**src/rtl/alu_axi_pkg.sv**
```systemverilog
// alu_axi_pkg
// Shared definitions for the AXI4-Lite ALU register slice: register byte
// offsets and their word indices, AXI response codes, STATUS bit positions,
// the sequencing FSM state type and a byte-strobe merge helper.
package alu_axi_pkg;

    localparam logic [4:0] OFF_A      = 5'h00;
    localparam logic [4:0] OFF_B      = 5'h04;
    localparam logic [4:0] OFF_OP     = 5'h08;
    localparam logic [4:0] OFF_CTRL   = 5'h0C;
    localparam logic [4:0] OFF_STATUS = 5'h10;
    localparam logic [4:0] OFF_RESULT = 5'h14;

    // Only address bits [4:2] are decoded, so registers are matched on word index.
    localparam logic [2:0] IDX_A      = OFF_A[4:2];
    localparam logic [2:0] IDX_B      = OFF_B[4:2];
    localparam logic [2:0] IDX_OP     = OFF_OP[4:2];
    localparam logic [2:0] IDX_CTRL   = OFF_CTRL[4:2];
    localparam logic [2:0] IDX_STATUS = OFF_STATUS[4:2];
    localparam logic [2:0] IDX_RESULT = OFF_RESULT[4:2];

    localparam logic [1:0] RESP_OKAY   = 2'b00;
    localparam logic [1:0] RESP_SLVERR = 2'b10;

    localparam int unsigned STATUS_DONE  = 0;
    localparam int unsigned STATUS_ZERO  = 1;
    localparam int unsigned STATUS_CARRY = 2;
    localparam int unsigned STATUS_OVF   = 3;

    typedef enum logic [1:0] {
        ST_IDLE    = 2'd0,
        ST_SETTLE  = 2'd1,
        ST_CAPTURE = 2'd2
    } state_t;

    function automatic logic [31:0] apply_wstrb(input logic [31:0] old,
                                                 input logic [31:0] data,
                                                 input logic [3:0]  strb);
        logic [31:0] res;
        for (int i = 0; i < 4; i++) begin
            res[8*i +: 8] = strb[i] ? data[8*i +: 8] : old[8*i +: 8];
        end
        return res;
    endfunction

endpackage

```
**src/rtl/alu_axi_lite_slave_wr_join.sv**
```systemverilog
// axi_lite_wr_join
// Joins the independent AXI4-Lite AW and W channels. Each channel owns a
// one-entry buffer; once both hold data a single-cycle commit pulse is issued
// and the response supplied by the register decode is latched onto B. Both
// buffers are released on the B handshake, so at most one write is in flight.
// Ports:
//   clk, rst                  clock, synchronous active-high reset
//   s_axi_aw*/w*/b*           AXI4-Lite write address, data and response
//   commit                    one-cycle write strobe to the register file
//   wr_addr/wr_data/wr_strb   buffered write transaction, valid with commit
//   wr_resp                   decode result, sampled with commit
module axi_lite_wr_join #(
    parameter int ADDR_WIDTH = 12
) (
    input  logic                  clk,
    input  logic                  rst,
    input  logic [ADDR_WIDTH-1:0] s_axi_awaddr,
    input  logic                  s_axi_awvalid,
    output logic                  s_axi_awready,
    input  logic [31:0]           s_axi_wdata,
    input  logic [3:0]            s_axi_wstrb,
    input  logic                  s_axi_wvalid,
    output logic                  s_axi_wready,
    output logic [1:0]            s_axi_bresp,
    output logic                  s_axi_bvalid,
    input  logic                  s_axi_bready,
    output logic                  commit,
    output logic [ADDR_WIDTH-1:0] wr_addr,
    output logic [31:0]           wr_data,
    output logic [3:0]            wr_strb,
    input  logic [1:0]            wr_resp
);

    logic out_of_reset;
    logic aw_full;
    logic w_full;

    // Readies are held low for the reset cycle and rise on the first cycle after.
    assign s_axi_awready = out_of_reset & ~aw_full;
    assign s_axi_wready  = out_of_reset & ~w_full;
    assign commit        = aw_full & w_full & ~s_axi_bvalid;

    always_ff @(posedge clk) begin
        if (rst) begin
            out_of_reset <= 1'b0;
            aw_full      <= 1'b0;
            w_full       <= 1'b0;
            wr_addr      <= '0;
            wr_data      <= '0;
            wr_strb      <= '0;
            s_axi_bvalid <= 1'b0;
            s_axi_bresp  <= 2'b00;
        end else begin
            out_of_reset <= 1'b1;
            if (s_axi_awvalid && s_axi_awready) begin
                aw_full <= 1'b1;
                wr_addr <= s_axi_awaddr;
            end
            if (s_axi_wvalid && s_axi_wready) begin
                w_full  <= 1'b1;
                wr_data <= s_axi_wdata;
                wr_strb <= s_axi_wstrb;
            end
            if (commit) begin
                s_axi_bvalid <= 1'b1;
                s_axi_bresp  <= wr_resp;
            end
            // Buffers cannot be refilled while full, so this never races the loads above.
            if (s_axi_bvalid && s_axi_bready) begin
                s_axi_bvalid <= 1'b0;
                aw_full      <= 1'b0;
                w_full       <= 1'b0;
            end
        end
    end

endmodule

```
**src/rtl/alu_axi_lite_slave.sv**
```systemverilog
// alu_axi_lite_slave
// AXI4-Lite register front end for one combinational user ALU. Holds the A, B
// and OP operands (driven straight onto alu_A/alu_B/alu_op), and on a start
// command waits SETTLE_CYCLES for the ALU to settle before capturing Result
// and the Zero/CarryOut/Overflow flags into read-only registers.
// Ports:
//   clk, rst                  clock, synchronous active-high reset
//   s_axi_*                   AXI4-Lite slave (awprot/arprot ignored)
//   alu_A, alu_B, alu_op      operands to the user ALU
//   alu_Result, alu_Zero,
//   alu_CarryOut, alu_Overflow  results from the user ALU
//   irq                       done & CTRL[1], registered (only with ALU_AXI_IRQ_EN)
// Optional feature macro: ALU_AXI_IRQ_EN
//
// state      | meaning
// -----------+------------------------------------------------------
// ST_IDLE    | waiting for a start write; operands writable
// ST_SETTLE  | operands frozen, counter runs down to 0
// ST_CAPTURE | latch Result and flags, set done, return to idle
module alu_axi_lite_slave
    import alu_axi_pkg::*;
#(
    parameter int ADDR_WIDTH    = 12,
    parameter int SETTLE_CYCLES = 2
) (
    input  logic                  clk,
    input  logic                  rst,
`ifdef ALU_AXI_IRQ_EN
    output logic                  irq,
`endif
    input  logic [ADDR_WIDTH-1:0] s_axi_awaddr,
    input  logic [2:0]            s_axi_awprot,
    input  logic                  s_axi_awvalid,
    output logic                  s_axi_awready,
    input  logic [31:0]           s_axi_wdata,
    input  logic [3:0]            s_axi_wstrb,
    input  logic                  s_axi_wvalid,
    output logic                  s_axi_wready,
    output logic [1:0]            s_axi_bresp,
    output logic                  s_axi_bvalid,
    input  logic                  s_axi_bready,
    input  logic [ADDR_WIDTH-1:0] s_axi_araddr,
    input  logic [2:0]            s_axi_arprot,
    input  logic                  s_axi_arvalid,
    output logic                  s_axi_arready,
    output logic [31:0]           s_axi_rdata,
    output logic [1:0]            s_axi_rresp,
    output logic                  s_axi_rvalid,
    input  logic                  s_axi_rready,
    output logic [31:0]           alu_A,
    output logic [31:0]           alu_B,
    output logic [2:0]            alu_op,
    input  logic [31:0]           alu_Result,
    input  logic                  alu_Zero,
    input  logic                  alu_CarryOut,
    input  logic                  alu_Overflow
);

    localparam logic [3:0] SETTLE_LOAD = 4'(SETTLE_CYCLES - 1);

    logic                  wr_commit;
    logic [ADDR_WIDTH-1:0] wr_addr;
    logic [31:0]           wr_data;
    logic [3:0]            wr_strb;
    logic [1:0]            wr_resp;
    logic [2:0]            wr_idx;
    logic [2:0]            rd_idx;

    logic [31:0] reg_a, reg_b, result;
    logic [2:0]  reg_op;
    logic        done, flag_zero, flag_carry, flag_ovf;
    logic        irq_en_bit;

    state_t      state, state_nx;
    logic [3:0]  cnt, cnt_nx;
    logic        busy, start, capture, start_req, clr_done, reg_wr;

    logic        rd_out_of_reset;
    logic [31:0] rd_data;
    logic [1:0]  rd_resp;

    logic unused_bits;
    assign unused_bits = ^{s_axi_awprot, s_axi_arprot,
                           wr_addr[ADDR_WIDTH-1:5], wr_addr[1:0],
                           s_axi_araddr[ADDR_WIDTH-1:5], s_axi_araddr[1:0]};

    axi_lite_wr_join #(.ADDR_WIDTH(ADDR_WIDTH)) u_wr_join (
        .clk           (clk),
        .rst           (rst),
        .s_axi_awaddr  (s_axi_awaddr),
        .s_axi_awvalid (s_axi_awvalid),
        .s_axi_awready (s_axi_awready),
        .s_axi_wdata   (s_axi_wdata),
        .s_axi_wstrb   (s_axi_wstrb),
        .s_axi_wvalid  (s_axi_wvalid),
        .s_axi_wready  (s_axi_wready),
        .s_axi_bresp   (s_axi_bresp),
        .s_axi_bvalid  (s_axi_bvalid),
        .s_axi_bready  (s_axi_bready),
        .commit        (wr_commit),
        .wr_addr       (wr_addr),
        .wr_data       (wr_data),
        .wr_strb       (wr_strb),
        .wr_resp       (wr_resp)
    );

    assign alu_A  = reg_a;
    assign alu_B  = reg_b;
    assign alu_op = reg_op;

    assign busy   = (state != ST_IDLE);
    assign wr_idx = wr_addr[4:2];
    assign rd_idx = s_axi_araddr[4:2];

    // Operand writes are refused while the ALU inputs must stay frozen.
    always_comb begin
        wr_resp = RESP_SLVERR;
        case (wr_idx)
            IDX_A, IDX_B, IDX_OP: wr_resp = busy ? RESP_SLVERR : RESP_OKAY;
            IDX_CTRL, IDX_STATUS: wr_resp = RESP_OKAY;
            default:              wr_resp = RESP_SLVERR;
        endcase
    end

    assign reg_wr    = wr_commit && (wr_resp == RESP_OKAY);
    assign start_req = wr_commit && (wr_idx == IDX_CTRL) && wr_data[0];
    assign clr_done  = wr_commit && (wr_idx == IDX_STATUS) && wr_data[STATUS_DONE];

    always_ff @(posedge clk) begin
        if (rst) begin
            state <= ST_IDLE;
            cnt   <= 4'd0;
        end else begin
            state <= state_nx;
            cnt   <= cnt_nx;
        end
    end

    // A start arriving outside ST_IDLE is simply not looked at.
    always_comb begin
        state_nx = state;
        cnt_nx   = cnt;
        start    = 1'b0;
        capture  = 1'b0;
        case (state)
            ST_IDLE: begin
                if (start_req) begin
                    start    = 1'b1;
                    cnt_nx   = SETTLE_LOAD;
                    state_nx = ST_SETTLE;
                end
            end
            ST_SETTLE: begin
                if (cnt == 4'd0) state_nx = ST_CAPTURE;
                else             cnt_nx   = cnt - 4'd1;
            end
            ST_CAPTURE: begin
                capture  = 1'b1;
                state_nx = ST_IDLE;
            end
            default: state_nx = ST_IDLE;
        endcase
    end

    always_ff @(posedge clk) begin
        if (rst) begin
            reg_a      <= 32'h0;
            reg_b      <= 32'h0;
            reg_op     <= 3'd0;
            result     <= 32'h0;
            done       <= 1'b0;
            flag_zero  <= 1'b0;
            flag_carry <= 1'b0;
            flag_ovf   <= 1'b0;
        end else begin
            if (reg_wr) begin
                case (wr_idx)
                    IDX_A:   reg_a  <= apply_wstrb(reg_a, wr_data, wr_strb);
                    IDX_B:   reg_b  <= apply_wstrb(reg_b, wr_data, wr_strb);
                    IDX_OP:  reg_op <= wr_strb[0] ? wr_data[2:0] : reg_op;
                    default: ;
                endcase
            end
            // Capture outranks a same-edge clear so a finished result is never lost.
            if (capture) begin
                done       <= 1'b1;
                result     <= alu_Result;
                flag_zero  <= alu_Zero;
                flag_carry <= alu_CarryOut;
                flag_ovf   <= alu_Overflow;
            end else if (start || clr_done) begin
                done <= 1'b0;
            end
        end
    end

`ifdef ALU_AXI_IRQ_EN
    logic irq_en;
    always_ff @(posedge clk) begin
        if (rst) begin
            irq_en <= 1'b0;
            irq    <= 1'b0;
        end else begin
            if (wr_commit && (wr_idx == IDX_CTRL)) irq_en <= wr_data[1];
            irq <= done & irq_en;
        end
    end
    assign irq_en_bit = irq_en;
`else
    assign irq_en_bit = 1'b0;
`endif

    always_comb begin
        rd_data = 32'h0;
        rd_resp = RESP_OKAY;
        case (rd_idx)
            IDX_A:      rd_data = reg_a;
            IDX_B:      rd_data = reg_b;
            IDX_OP:     rd_data = {29'h0, reg_op};
            IDX_CTRL:   rd_data = {30'h0, irq_en_bit, busy};
            IDX_STATUS: rd_data = {28'h0, flag_ovf, flag_carry, flag_zero, done};
            IDX_RESULT: rd_data = result;
            default:    rd_resp = RESP_SLVERR;
        endcase
    end

    assign s_axi_arready = rd_out_of_reset & ~s_axi_rvalid;

    // Sampling here at the handshake edge means a same-edge write is not yet visible.
    always_ff @(posedge clk) begin
        if (rst) begin
            rd_out_of_reset <= 1'b0;
            s_axi_rvalid    <= 1'b0;
            s_axi_rdata     <= 32'h0;
            s_axi_rresp     <= 2'b00;
        end else begin
            rd_out_of_reset <= 1'b1;
            if (s_axi_arvalid && s_axi_arready) begin
                s_axi_rvalid <= 1'b1;
                s_axi_rdata  <= rd_data;
                s_axi_rresp  <= rd_resp;
            end else if (s_axi_rvalid && s_axi_rready) begin
                s_axi_rvalid <= 1'b0;
            end
        end
    end

endmodule
```
**config.mk**
```make
export PLATFORM = sky130hd
export DESIGN_NAME = alu_axi_lite_slave
export DESIGN_NICKNAME = d
export VERILOG_FILES = /design/src/rtl/alu_axi_pkg.sv /design/src/rtl/alu_axi_lite_slave_wr_join.sv /design/src/rtl/alu_axi_lite_slave.sv
export SDC_FILE = /design/constraint.sdc
export NUM_CORES = 1
export LEC_CHECK = 0
export ABC_AREA = 1
export CAP_MARGIN = 20
export CORE_ASPECT_RATIO = 1.75
export CORE_MARGIN = 1.5
export CORE_UTILIZATION = 49
export DETAILED_ROUTE_END_ITERATION = 7
export PLACE_DENSITY = 0.89
export SLEW_MARGIN = 10
export SYNTH_ARGS = -nofsm -noshare
export SYNTH_HDL_FRONTEND = slang
export SYNTH_HIERARCHICAL = 1
export SYNTH_SLANG_ARGS = --single-unit
```
**constraint.sdc**
```tcl
create_clock -name clk -period 1.75 [get_ports clk]
set_input_delay 0.525 -clock clk [delete_from_list [all_inputs] [get_ports clk]]
set_output_delay 0.525 -clock clk [all_outputs]
set_load 0.02 [all_outputs]
```
==> impl_metrics.yaml, run 1 <==
outcome:
  status: "complete, no violations"
cts:
  clkSinkCount: 189
  ctsLongestPathBuffers: 2
  htreeDepth: 4
  cts_tree: "done"
  clock_latency_ps: 440
  clk_pin_slew_ps: 70
  clockRootBuffer: "clkbuf_16"
  cts_buffers: 17
job:
  maxCapViolations: 0
drt:
  antenna_left: 0
  wl_per_cell_um: 14.8
  drc: 0
  drt_iter0_drc: 568
  viasPerCell: 5.16
  routed_wl_mm: 23.9
  firstDrtPassIters: 5
  vias: 8321
placement:
  post-dp-hpwl_mm: 17.0
  portBuffers: 190
  dpl_cell_area_um2: 10400
  place_congestion: 0.894
global_route:
  grt_pass1_vias: 7935
  antenna_found_initial: 0
  gr-usage-all-layers_pct: 27.8
  grt-ovfl-total: 0
  grt_pass1_wl_mm: 38.2
  grt_max_degree: 45
final_layout:
  drive_above_1_share_pct: 7.88
  multiInputGateArea_um2: 3650
  area_delta_synth_final_pct: 33.8
  n_fill_cell: 1372
  register_area_um2: 3780
  fin_util_pct: 66.7
  design_area_um2: 10900
  n_antenna_cell: 0
  nNetsFinal: 1517
sta:
  period_share_pct: 98.7
  finalSetupViolations: 0
  slew_violations: 0
  fin_skew_ps: 9.91
  fmax_mhz: 579
  timing.hold.ws_ps: 456
  hold_violations: 0
  setup_tns_ps: 0
  period_minus_slack_ps: 1730
floorplanning:
  ios: 216
  dieHeight_um: 173
  die_x_um: 100
  start_util_pct: 49.9
  rows: 62
  dieArea_um2: 17400
  coreArea_um2: 16300
critical_path:
  cp.arrival_ps: 1200
  critPathMaxStageDelay_ps: 440
  cpLargestDelayFamily: "flip-flops"
  critPathCaptureType: "output pin"
  worstSetupPathType: "reg -> out"
  crit_buf_inv: 1
  cp.required_ps: 1220
  crit_fanout: 3
  critical-path-slowest-cell: "dfxtp_1"
  start_kind: "flip-flop"
  regToRegSetupSlack_ps: 110
  crit_chain: "clkdlybuf4s15_1"
hold_path:
  min_path_type: "reg -> reg"
yosys:
  avgSynthCellArea_um2: 6.69
  synth_cells: 1215
  synth_area_um2: 8130
  ys_warn_count: 6
power_and_ir_drop:
  ir_worst_vdd_mv: 0.591
  power_mw: 9.31
  p_leak_nw: 5.23
  power_per_cell_area_nw_per_um2: 856
## final timing paths
path                                             start                     end  cells after the start
worst max-delay path            alu_A[23]$_SDFFE_PP0P_               alu_A[23]                      1
worst min-delay path            result[0]$_SDFFE_PP0P_  result[0]$_SDFFE_PP0P_                      2
worst max register to register   state[0]$_SDFFE_PP0P_  alu_B[10]$_SDFFE_PP0P_                     10
worst min register to register  result[0]$_SDFFE_PP0P_  result[0]$_SDFFE_PP0P_                      2
## cell usage in the layout (no fill, tap or decap), types with 5 or more instances in the layout
| master | count |
|---|---|
| dlygate4sd2_1 | 85 |
| inv_1 | 104 |
| inv_6 | 6 |
| clkbuf_16 | 17 |
| nor3_4 | 9 |
| a21oi_1 | 41 |
| nor2_1 | 301 |
| buf_12 | 6 |
| dfxtp_1 | 189 |
| clkdlybuf4s50_1 | 82 |
| nand4_1 | 5 |
| nand2_1 | 323 |
| buf_4 | 41 |
| clkdlybuf4s15_1 | 13 |
| o21ai_0 | 43 |
| clkbuf_2 | 6 |
| inv_2 | 5 |
| nand3_1 | 110 |
## tightest hold or removal path, stage by stage, from the launching register on
cell and delay (ps):
dfxtp_1 300, inv_1 60, a21oi_1 60
## state kept, by name (all words and copies together) (netlist names), 2 cells and up
name                   cells
alu_A                     32
alu_B                     32
result                    32
s_axi_rdata               32
u_wr_join/wr_data         32
cnt                        4
u_wr_join/wr_strb          4
alu_op                     3
u_wr_join/wr_addr          3
state                      2
u_wr_join/s_axi_bresp      2
## per-layer routing
metal	global-route usage [%]	part of all wire [%]	vias to the layer above
li1	-	-	4115
met1	31.5	39	3750
met2	48.8	51	382
met3	5.44	6.5	74
met4	13.7	3.7	0
met5	0	0	-
## layout make-up
| class | count | share of cell area (%) |
|---|---|---|
| timing repair buffer | 237 | 20.1 |
| multi-input combinational | 853 | 33.6 |
| sequential | 189 | 34.8 |
| tap | 192 | 2.21 |
| clock buffer | 20 | 4.20 |
| inverter | 110 | 3.80 |
| clock inverter | 12 | 1.36 |
## where the power goes
group / total, mW / switching, mW / internal, mW
combinational: 0.876 / 0.511 / 0.364
clock: 4.00 / 1.77 / 2.23
sequential: 4.44 / 0.0543 / 4.38
## stage by stage
stage / cells / worst slack, ps
detailed placement: 1580 / -367
CTS: 1612 / 0.703
global placement: 1580 / -347
finish: 1613 / 22.7
floorplan: 1216 / 129
global route: 1613 / -20.5
## what timing repair did
action,CTS,global route
pin swaps,0,1
gates resized for setup,113,29
setup endpoints to repair,107,43
endpoints found under the hold margin,0,0
hold buffers,0,0
buffers inserted,0,1
Power figures use the tool's default switching activity.
==> run 2, diff against run 1 <==
--- a/config.mk
+++ b/config.mk
@@ -8,10 +8,10 @@
 export ABC_AREA = 1
 export CAP_MARGIN = 20
 export CORE_ASPECT_RATIO = 1.75
-export CORE_MARGIN = 1.5
-export CORE_UTILIZATION = 49
+export CORE_MARGIN = 2
+export CORE_UTILIZATION = 53
 export DETAILED_ROUTE_END_ITERATION = 7
-export PLACE_DENSITY = 0.89
+export PLACE_DENSITY = 0.95
 export SLEW_MARGIN = 10
 export SYNTH_ARGS = -nofsm -noshare
 export SYNTH_HDL_FRONTEND = slang
==> constraint.sdc (replaced) <==
create_clock -name clk -period 2 [get_ports clk]
set_input_delay 0.6 -clock clk [delete_from_list [all_inputs] [get_ports clk]]
set_output_delay 0.6 -clock clk [all_outputs]
set_load 0.02 [all_outputs]
==> impl_metrics.yaml, run 2 (synthesized netlist as in run 1, its figures left out) <==
sta:
  setup_tns_ps: 0
  rsz0062_at_grt: "false"
  period_share_pct: 98.6
  finalSetupViolations: 0
  period_minus_slack_ps: 1970
  fmax_mhz: 507
  slew_violations: 0
  worstMarginPinSlew_ps: 589
  hold_violations: 0
  timing.hold.ws_ps: 453
  fin_skew_ps: 8.55
  relSlewSlack_pct: 60.7
drt:
  viasPerCell: 5.35
  drc: 0
  firstDrtPassIters: 6
  routed_wl_mm: 24.5
  vias: 8520
  drt_iter0_drc: 694
  antenna_left: 0
  wl_per_cell_um: 15.3
power_and_ir_drop:
  p_leak_nw: 5.44
  ir_worst_vdd_mv: 0.636
  pwr-share-clk_pct: 40.7
  seqPwrFrac_pct: 49.4
  p_int_mw: 5.93
  power_per_cell_area_nw_per_um2: 722
  p_sw_share_pct: 24.7
  p_switching_mw: 1.94
  pwr-share-comb_pct: 9.9
critical_path:
  regToRegEndpoint: "alu_B[21]$_SDFFE_PP0P_"
  startpoint: "s_axi_rdata[3]$_SDFFE_PP0P_"
  crit_fanout: 2
  worstSetupPathType: "reg -> out"
  start_kind: "flip-flop"
  crit_end: "s_axi_rdata[3]"
  crit_cells: 1
  crit_chain: "clkdlybuf4s50_1"
  critPathCaptureType: "output pin"
  cpLargestDelayFamily: "buffers and inverters"
  critPathMaxStageDelay_ps: 610
  reg2reg_from: "state[1]$_SDFFE_PP0P_"
  critical-path-slowest-cell: "clkdlybuf4s50_1"
  cp.arrival_ps: 1370
  cp.required_ps: 1400
  crit_buf_inv: 1
  reg2reg_depth: 8
  regToRegSetupSlack_ps: 160
final_layout:
  register_area_um2: 3780
  final_common_cell: "nand2_1"
  design_area_um2: 10900
  n_fill_cell: 1084
  area_delta_synth_final_pct: 34.0
  multiInputGateArea_um2: 3670
  n_antenna_cell: 0
  final_cell_mix: "nand2_1, nor2_1, dfxtp_1"
  nNetsFinal: 1507
  drive_above_1_share_pct: 6.60
cts:
  ctsLongestPathBuffers: 2
  clock_latency_ps: 430
  clk_pin_slew_ps: 70
  clkSinkCount: 189
  clockRootBuffer: "clkbuf_16"
  postCtsHoldBufs: 0
  htreeDepth: 4
  cts_buffers: 17
  cts_tree: "done"
floorplanning:
  die_x_um: 97.6
  dieArea_um2: 16400
  dieHeight_um: 168
  coreArea_um2: 14900
  start_util_pct: 54.5
  ios: 216
  rows: 59
job:
  maxCapViolations: 0
outcome:
  status: "complete, no violations"
global_route:
  grt_max_degree: 51
  grt_pass1_wl_mm: 38.2
  gr-usage-all-layers_pct: 28.6
  grt_pass1_vias: 7845
  grt-ovfl-total: 0
  antenna_found_initial: 0
placement:
  dpl_cell_area_um2: 10300
  place_congestion: 0.895
  post-dp-hpwl_mm: 16.7
  portBuffers: 190
hold_path:
  min_path_type: "reg -> reg"
  holdCritStartpoint: "result[3]$_SDFFE_PP0P_"
-- run 2: changes by cell type in the layout (fill, tap and decap cells not counted), moves of 4 or more --
cell | before | now
buf_12 | 6 | 10
clkdlybuf4s15_1 | 13 | 0
inv_6 | 6 | 1
buf_4 | 41 | 27
clkbuf_2 | 6 | 1
dlymetal6s2s_1 | 1 | 19
dlygate4sd2_1 | 85 | 77
clkdlybuf4s50_1 | 82 | 93
-- run 2: power by group through the flow --
stage	registers, mW	clock network (mW)	logic [mW]
3_3_place_gp	3.97	0	0.745
6_report	3.89	3.21	0.776
3_5_place_dp	3.97	0	0.760
5_1_grt	3.89	3.37	0.843
2_1_floorplan	3.96	0	0.402
4_1_cts	3.88	3.21	0.762
-- run 2: worst min path at each step --
stage	cells past startpoint	slack [ps]	to
after floorplan	2	420	result[0]$_SDFFE_PP0P_
after global placement	2	440	result[3]$_SDFFE_PP0P_
after detailed placement	2	440	result[0]$_SDFFE_PP0P_
after CTS	2	450	result[0]$_SDFFE_PP0P_
after global routing	2	480	result[3]$_SDFFE_PP0P_
final	2	450	result[3]$_SDFFE_PP0P_
-- run 2: layout make-up --
type / instances / share of cell area (%)
Clock buffer: 21 / 4.23
Clock inverter: 10 / 0.838
Inverter: 110 / 3.79
Multi-Input combinational cell: 853 / 33.7
Sequential cell: 189 / 34.7
Tap cell: 183 / 2.10
Timing Repair Buffer: 227 / 20.7
-- run 2: per-layer routing --
metal  part of all wire, %  GRT usage [%]  routed length (µm)
met1                    37           33.7                9030
met2                    50           48.8               12200
met3                   7.8           4.32                1910
met4                   5.2           16.9                1270
met5                     0              0                   0
-- run 2: timing repair --
item | in CTS | in global routing
hold endpoints to repair | 0 | 0
pin swaps | 0 | 3
setup endpoints to repair | 78 | 33
resized for setup | 78 | 24
buffers inserted | 0 | 4
-- run 2: metrics by stage --
step	instances	power (mW)	utilization [%]	setup slack (ps)
after global placement	1558	4.71	69.2	-119
final	1593	7.87	73.1	27.0
after CTS	1589	7.86	72.3	6.62
after floorplan	1216	4.37	-	379
after global routing	1593	8.11	73.1	0.962
after detailed placement	1558	4.73	69.2	-180
